[src/rtl/instr_mem_prog_if.sv]
// rtl/instr_mem_prog_if.sv - fetch and programming port bundle for instr_mem_prog
//
// master: the core/loader side, drives fetch and program-write requests
// slave : the instruction memory, returns instru/instru_valid/addr_fault,
//         prog_err and init_done
interface instr_mem_prog_if #(
  parameter int DATA_W = 32,
  parameter int ADDR_W = 5
);
  logic              fetch_req;
  logic [ADDR_W-1:0] fetch_addr;
  logic [DATA_W-1:0] instru;
  logic              instru_valid;
  logic              addr_fault;
  logic              prog_we;
  logic [ADDR_W-1:0] prog_addr;
  logic [DATA_W-1:0] prog_data;
  logic              prog_err;
  logic              init_done;

  modport master (
    output fetch_req, fetch_addr, prog_we, prog_addr, prog_data,
    input  instru, instru_valid, addr_fault, prog_err, init_done
  );

  modport slave (
    input  fetch_req, fetch_addr, prog_we, prog_addr, prog_data,
    output instru, instru_valid, addr_fault, prog_err, init_done
  );
endinterface

[src/rtl/instr_mem_prog.sv]
// rtl/instr_mem_prog.sv - writable instruction memory with NOP init sequencer
//
// clk   : system clock, rising edge
// reset : synchronous active-high; restarts the NOP fill from word 0
// bus   : slave side of instr_mem_prog_if
//         fetch_req/fetch_addr -> instru/instru_valid/addr_fault (1-cycle registered read)
//         prog_we/prog_addr/prog_data -> prog_err (write lands on the sampling edge)
//         init_done high once every word holds NOP_WORD
module instr_mem_prog #(
  parameter int                 DATA_W   = 32,
  parameter int                 ADDR_W   = 5,
  parameter int                 DEPTH    = 32,
  parameter logic [DATA_W-1:0]  NOP_WORD = '0
) (
  input logic             clk,
  input logic             reset,
  instr_mem_prog_if.slave bus
);

  // Comparisons are done one bit wider than the address so that
  // DEPTH = 2**ADDR_W is representable.
  localparam logic [ADDR_W:0] DEPTH_W  = (ADDR_W+1)'(DEPTH);
  localparam logic [ADDR_W:0] LAST_PTR = (ADDR_W+1)'(DEPTH - 1);
  localparam logic [ADDR_W:0] PTR_ONE  = (ADDR_W+1)'(1);

  typedef enum logic {S_INIT = 1'b0, S_RUN = 1'b1} state_t;

  state_t            state_q, state_d;
  logic [ADDR_W:0]   ptr_q, ptr_d;

  logic [DATA_W-1:0] mem [DEPTH];

  logic              mem_we;
  logic [ADDR_W-1:0] mem_waddr;
  logic [DATA_W-1:0] mem_wdata;
  logic              fetch_en;
  logic              fetch_oob;
  logic              prog_rej;
  logic              prog_oob;

  assign fetch_oob = {1'b0, bus.fetch_addr} >= DEPTH_W;
  assign prog_oob  = {1'b0, bus.prog_addr}  >= DEPTH_W;

  // State register
  always_ff @(posedge clk) begin
    if (reset) begin
      state_q <= S_INIT;
      ptr_q   <= '0;
    end else begin
      state_q <= state_d;
      ptr_q   <= ptr_d;
    end
  end

  // Next-state logic
  always_comb begin
    state_d = state_q;
    ptr_d   = ptr_q;
    if (state_q == S_INIT) begin
      ptr_d = ptr_q + PTR_ONE;
      if (ptr_q == LAST_PTR) begin
        state_d = S_RUN;
      end
    end
  end

  // Output/datapath control: INIT owns the write port, RUN hands it to
  // the programming interface.
  always_comb begin
    mem_we    = 1'b0;
    mem_waddr = bus.prog_addr;
    mem_wdata = bus.prog_data;
    fetch_en  = 1'b0;
    prog_rej  = 1'b0;
    if (!reset) begin
      if (state_q == S_INIT) begin
        mem_we    = 1'b1;
        mem_waddr = ptr_q[ADDR_W-1:0];
        mem_wdata = NOP_WORD;
        prog_rej  = bus.prog_we;
      end else begin
        fetch_en  = bus.fetch_req;
        mem_we    = bus.prog_we && !prog_oob;
        prog_rej  = bus.prog_we && prog_oob;
      end
    end
  end

  assign bus.init_done = (state_q == S_RUN);

  // Array write; the read below uses the pre-edge contents, which gives
  // read-first behaviour on a same-address fetch/write collision.
  always_ff @(posedge clk) begin
    if (mem_we) begin
      mem[mem_waddr] <= mem_wdata;
    end
  end

  always_ff @(posedge clk) begin
    if (reset) begin
      bus.instru       <= NOP_WORD;
      bus.instru_valid <= 1'b0;
      bus.addr_fault   <= 1'b0;
      bus.prog_err     <= 1'b0;
    end else begin
      bus.instru_valid <= fetch_en;
      bus.addr_fault   <= fetch_en && fetch_oob;
      bus.prog_err     <= prog_rej;
      if (fetch_en) begin
        bus.instru <= fetch_oob ? NOP_WORD : mem[bus.fetch_addr];
      end
    end
  end

endmodule
[src/flat_wrapper.sv]
// flat-port wrapper written by rule: the top's interface ports become plain ports
module instr_mem_prog_flat 
#(
  parameter int                 DATA_W   = 32,
  parameter int                 ADDR_W   = 5,
  parameter int                 DEPTH    = 32,
  parameter logic [DATA_W-1:0]  NOP_WORD = '0
)
  (clk, reset, bus_fetch_req, bus_fetch_addr, bus_prog_we, bus_prog_addr, bus_prog_data, bus_instru, bus_instru_valid, bus_addr_fault, bus_prog_err, bus_init_done);
  instr_mem_prog_if #(.DATA_W(DATA_W), .ADDR_W(ADDR_W)) bus_i ();
  input logic clk;
  input logic reset;
  input wire logic [$bits(bus_i.fetch_req)-1:0] bus_fetch_req;
  input wire logic [$bits(bus_i.fetch_addr)-1:0] bus_fetch_addr;
  input wire logic [$bits(bus_i.prog_we)-1:0] bus_prog_we;
  input wire logic [$bits(bus_i.prog_addr)-1:0] bus_prog_addr;
  input wire logic [$bits(bus_i.prog_data)-1:0] bus_prog_data;
  output wire logic [$bits(bus_i.instru)-1:0] bus_instru;
  output wire logic [$bits(bus_i.instru_valid)-1:0] bus_instru_valid;
  output wire logic [$bits(bus_i.addr_fault)-1:0] bus_addr_fault;
  output wire logic [$bits(bus_i.prog_err)-1:0] bus_prog_err;
  output wire logic [$bits(bus_i.init_done)-1:0] bus_init_done;
  assign bus_i.fetch_req = bus_fetch_req;
  assign bus_i.fetch_addr = bus_fetch_addr;
  assign bus_i.prog_we = bus_prog_we;
  assign bus_i.prog_addr = bus_prog_addr;
  assign bus_i.prog_data = bus_prog_data;
  assign bus_instru = bus_i.instru;
  assign bus_instru_valid = bus_i.instru_valid;
  assign bus_addr_fault = bus_i.addr_fault;
  assign bus_prog_err = bus_i.prog_err;
  assign bus_init_done = bus_i.init_done;
  instr_mem_prog #(.DATA_W(DATA_W), .ADDR_W(ADDR_W), .DEPTH(DEPTH), .NOP_WORD(NOP_WORD)) u_core (.clk(clk), .reset(reset), .bus(bus_i));
endmodule
[config.mk]
export PLATFORM = sky130hd
export DESIGN_NAME = instr_mem_prog_flat
export DESIGN_NICKNAME = d
export VERILOG_FILES = /design/src/rtl/instr_mem_prog_if.sv /design/src/rtl/instr_mem_prog.sv /design/src/flat_wrapper.sv
export SDC_FILE = /design/constraint.sdc
export NUM_CORES = 1
export LEC_CHECK = 0
export CORE_MARGIN = 8
export CORE_UTILIZATION = 32
export DETAILED_ROUTE_END_ITERATION = 10
export SETUP_SLACK_MARGIN = 0.15
export SLEW_MARGIN = 15
export SYNTH_ARGS = -nofsm -noshare
export SYNTH_HDL_FRONTEND = slang
export SYNTH_SLANG_ARGS = --single-unit
[constraint.sdc]
create_clock -name clk -period 4 [get_ports clk]
set_input_delay 0.6 -clock clk [delete_from_list [all_inputs] [get_ports clk]]
set_output_delay 0.6 -clock clk [all_outputs]
set_load 0.05 [all_outputs]
==> results_dict.tcl <==
set metrics [dict create \
    cp_max_fo 23 \
    hold_path_depth 2 \
    die_h_um 377 \
    period_needed_ns 3.22 \
    syn-mean-instance-area_um2 17.8 \
    htreeDepth 3 \
    min_path_type "reg2reg" \
    cts_root_buffer "clkbuf_16" \
    ys_ff_latch 1065 \
    hpwl_mm 62.3 \
    synth_fa_ha_area_frac 0.000300 \
    worst_clock_skew_ns 0.0198 \
    synth_cell_types 33 \
    grt_max_degree 72 \
    coreArea_um2 129000 \
    final_hold_viol_count 0 \
    fin_setup_tns_ns 0 \
    cts_buffer_depth 3 \
    numCtsBuffers 102 \
    grt_pass1_vias 22100 \
    intPower_mw 18.4 \
    rsz0062_at_grt "false" \
    setup_viol 0 \
    place_congestion 0.768 \
    timing.final.crit_share 0.804 \
    drcViolationCount 0 \
    cap_viol_max_count 0 \
    cts.sinks 1065 \
    comb_power_share 0.055 \
    layout-drive-gt1-share 0.145 \
    slew_headroom 0.146 \
    vias 22500 \
    placed_cells 4141 \
    antenna_left 0 \
    met3_usage 0.0359 \
    wl_per_cell_um 26.2 \
    maxSlewViolCount 0 \
    std_cell_rows 132 \
    leakage_nw 16.6 \
    fin_nets 2550 \
    path_clk_slew_ns 0.06 \
    synth_xor_area_frac 0.000841 \
    status "finished clean" \
    synthMuxAreaShare 0.124 \
    syn_area_um2 41700 \
    cts-resized-gates 0 \
    worstSetupEndpointType "flop" \
    cts_hold_buf 0 \
    syn2layout_area_growth_pct 17.1 \
    start_kind "flop" \
    fmax_ghz 0.311 \
    worstPathArrival_ns 3.58 \
    reg2reg_depth 6 \
    synth_top_family_by_area "multiplexers" \
    postRouteWirelength_mm 113 \
    final_design_area_no_fill_um2 48800 \
    required_ns 4.36 \
    seq_power_share 0.527 \
    cts_setup_buffers 0 \
    die_width_um 377 \
    grt_pass1_wl_mm 160 \
    p_sw_frac 0.213 \
    p_clk_frac 0.418 \
    clk_latency_ns 0.67 \
    gr-usage-all-layers 0.153 \
    place_area_um2 45400 \
    synth_compound_area_frac 0.0719 \
    drt-initial-drc-count 2518 \
    gr-max-usage-layer "met2" \
    power.density_nw_per_um2 480 \
    grtUsageMet2 0.231 \
    ir_drop_mv 0.360 \
    antenna_cells 0 \
    p_total_mw 23.4 \
    tightestPinTransition_ns 1.27 \
    syn_nets 2385 \
    port_buffers 80 \
    finalNonFillerCells 4332 \
    switchingPower_mw 5.00 \
    gr-total-overflow 0 \
    synth-seq-area-share 0.757 \
    yosys.area_share.simple 0.0224 \
    synth_warnings 0 \
    grt_use_met1 0.224 \
    die_area_um2 142000 \
    cts_tree "yes" \
    critical_path_class "reg2reg" \
    drt_pre_antenna_iters 5 \
    hold_slack_ns 0.533 \
    antenna_found_initial 4 \
    synthCells 2338 \
    initial_core_util 0.322 \
    io_pins 82 \
    vias_per_cell 5.18 \
]
[layout make-up]
| class | count | area [µm²] |
|---|---|---|
| inverters | 1 | 3.75 |
| clock buffers | 137 | 2830 |
| well taps | 1742 | 2180 |
| clock inverters | 54 | 562 |
| repair buffers | 207 | 2110 |
| fillers | 11800 | 80500 |
| flip-flops and latches | 1065 | 31600 |
| multi-input cells | 1126 | 9570 |
[Yosys cell counts]
cell type,number,area [µm²]
mux2i_1,515,5150
buf_4,23,173
edfxtp_1,1024,30700
nand4_1,1,6.26
buf_1,7,26.3
nand3_1,4,20.0
o31ai_1,1,7.51
a211oi_2,32,400
buf_8,7,105
clkbuf_1,81,304
or2_2,1,6.26
xor2_1,2,17.5
nor2_1,78,293
inv_1,1,3.75
clkbuf_4,3,22.5
nor2b_1,38,238
a22oi_1,256,1920
mux2_2,2,22.5
buf_12,4,80.1
xnor2_1,2,17.5
or4_1,32,240
ha_1,1,12.5
nand2_1,16,60.1
conb_1,1,3.75
o21ai_0,3,15.0
a31oi_1,1,6.26
dfxtp_1,41,821
nor3_1,1,5.00
and2_1,3,18.8
nand3b_1,2,15.0
nand2b_1,5,31.3
buf_6,21,236
a21oi_1,129,646
[state kept, by name, summed over array words and instances, names as in the netlist]
register / flops
u_core.ptr_q: 6
u_core.bus.instru_valid: 1
u_core.bus.init_done: 1
u_core.bus.prog_err: 1
u_core.mem: 1024
u_core.bus.instru: 32
[power by group through the flow]
stage                     Clock (mW)  Sequential, mW  Combinational [mW]
after global placement             0            12.6                1.26
after global routing            10.4            12.4                1.35
after detailed placement           0            12.6                1.27
final                           9.80            12.4                1.28
after CTS                       9.94            12.4                1.27
after floorplan                    0            12.6               0.760
[metrics by stage]
| step | utilization | worst slack [ns] |
|---|---|---|
| finish | 0.378 | 0.784 |
| global route | 0.378 | 0.608 |
| CTS | 0.377 | 0.754 |
| detailed placement | 0.351 | 0.472 |
| global placement | 0.351 | 0.538 |
| floorplan | - | 0.439 |
[critical path, stage by stage (launching register included)]
cell and delay (ns):
dfxtp_1 0.44, nor2_4 0.58, nand3_1 0.14, o21ai_0 0.15
nand2_1 0.31, nor2_4 0.93, buf_4 0.35
[per-layer routing]
layer  routed length [µm]  share of wire  vias up
met5                   13        0.00011        -
met4                 2130          0.019        2
li1                     -              -     9709
met3                 9400          0.083      155
met2                50000           0.44      881
met1                51800           0.46    11700
[kinds of logic (layout without fill, tap and decap cells)]
kind of cell / count (synthesis) / after routing
flip-flops: 1065 / 1065
multiplexers: 517 / 517
AO/OA/AOI/OAI: 422 / 422
AND/OR/NAND/NOR: 181 / 181
buffers and inverters: 147 / 399
XOR/XNOR: 4 / 4
adder cells (fa/ha/maj): 1 / 1
other: 1 / 1
[path summary, 6_finish.rpt]
check	startpoint	endpoint	slack, ns
worst max-delay path	u_core.bus.init_done$_SDFF_PP0_	u_core.mem[30][6]$_DFFE_PP_	0.78
worst min-delay path	u_core.bus.instru[0]$_SDFFE_PP0P_	u_core.bus.instru[0]$_SDFFE_PP0P_	0.53
worst max register to register	u_core.bus.init_done$_SDFF_PP0_	u_core.mem[30][6]$_DFFE_PP_	0.78
worst min register to register	u_core.bus.instru[0]$_SDFFE_PP0P_	u_core.bus.instru[0]$_SDFFE_PP0P_	0.53
[layout by cell type, fill, tap and decap left out, types with 3 or more instances in the layout]
cell and count:
clkinv_2 17, a21oi_1 129, clkinvlp_4 4, nor2b_4 15
dfxtp_1 41, nor2b_1 12, mux2i_1 515, o21ai_0 3
clkinv_1 19, or4_1 32, nand2_1 15, nor2_1 44
nor2b_2 11, clkbuf_1 25, clkbuf_16 106, nor2_4 34
buf_4 100, clkbuf_8 6, a211oi_2 32, edfxtp_1 1024
nand3_1 4, bufinv_16 11, nand2b_1 3, buf_12 28
clkdlybuf4s50_1 78, a22oi_1 256
(Power assumes the default switching activity.)
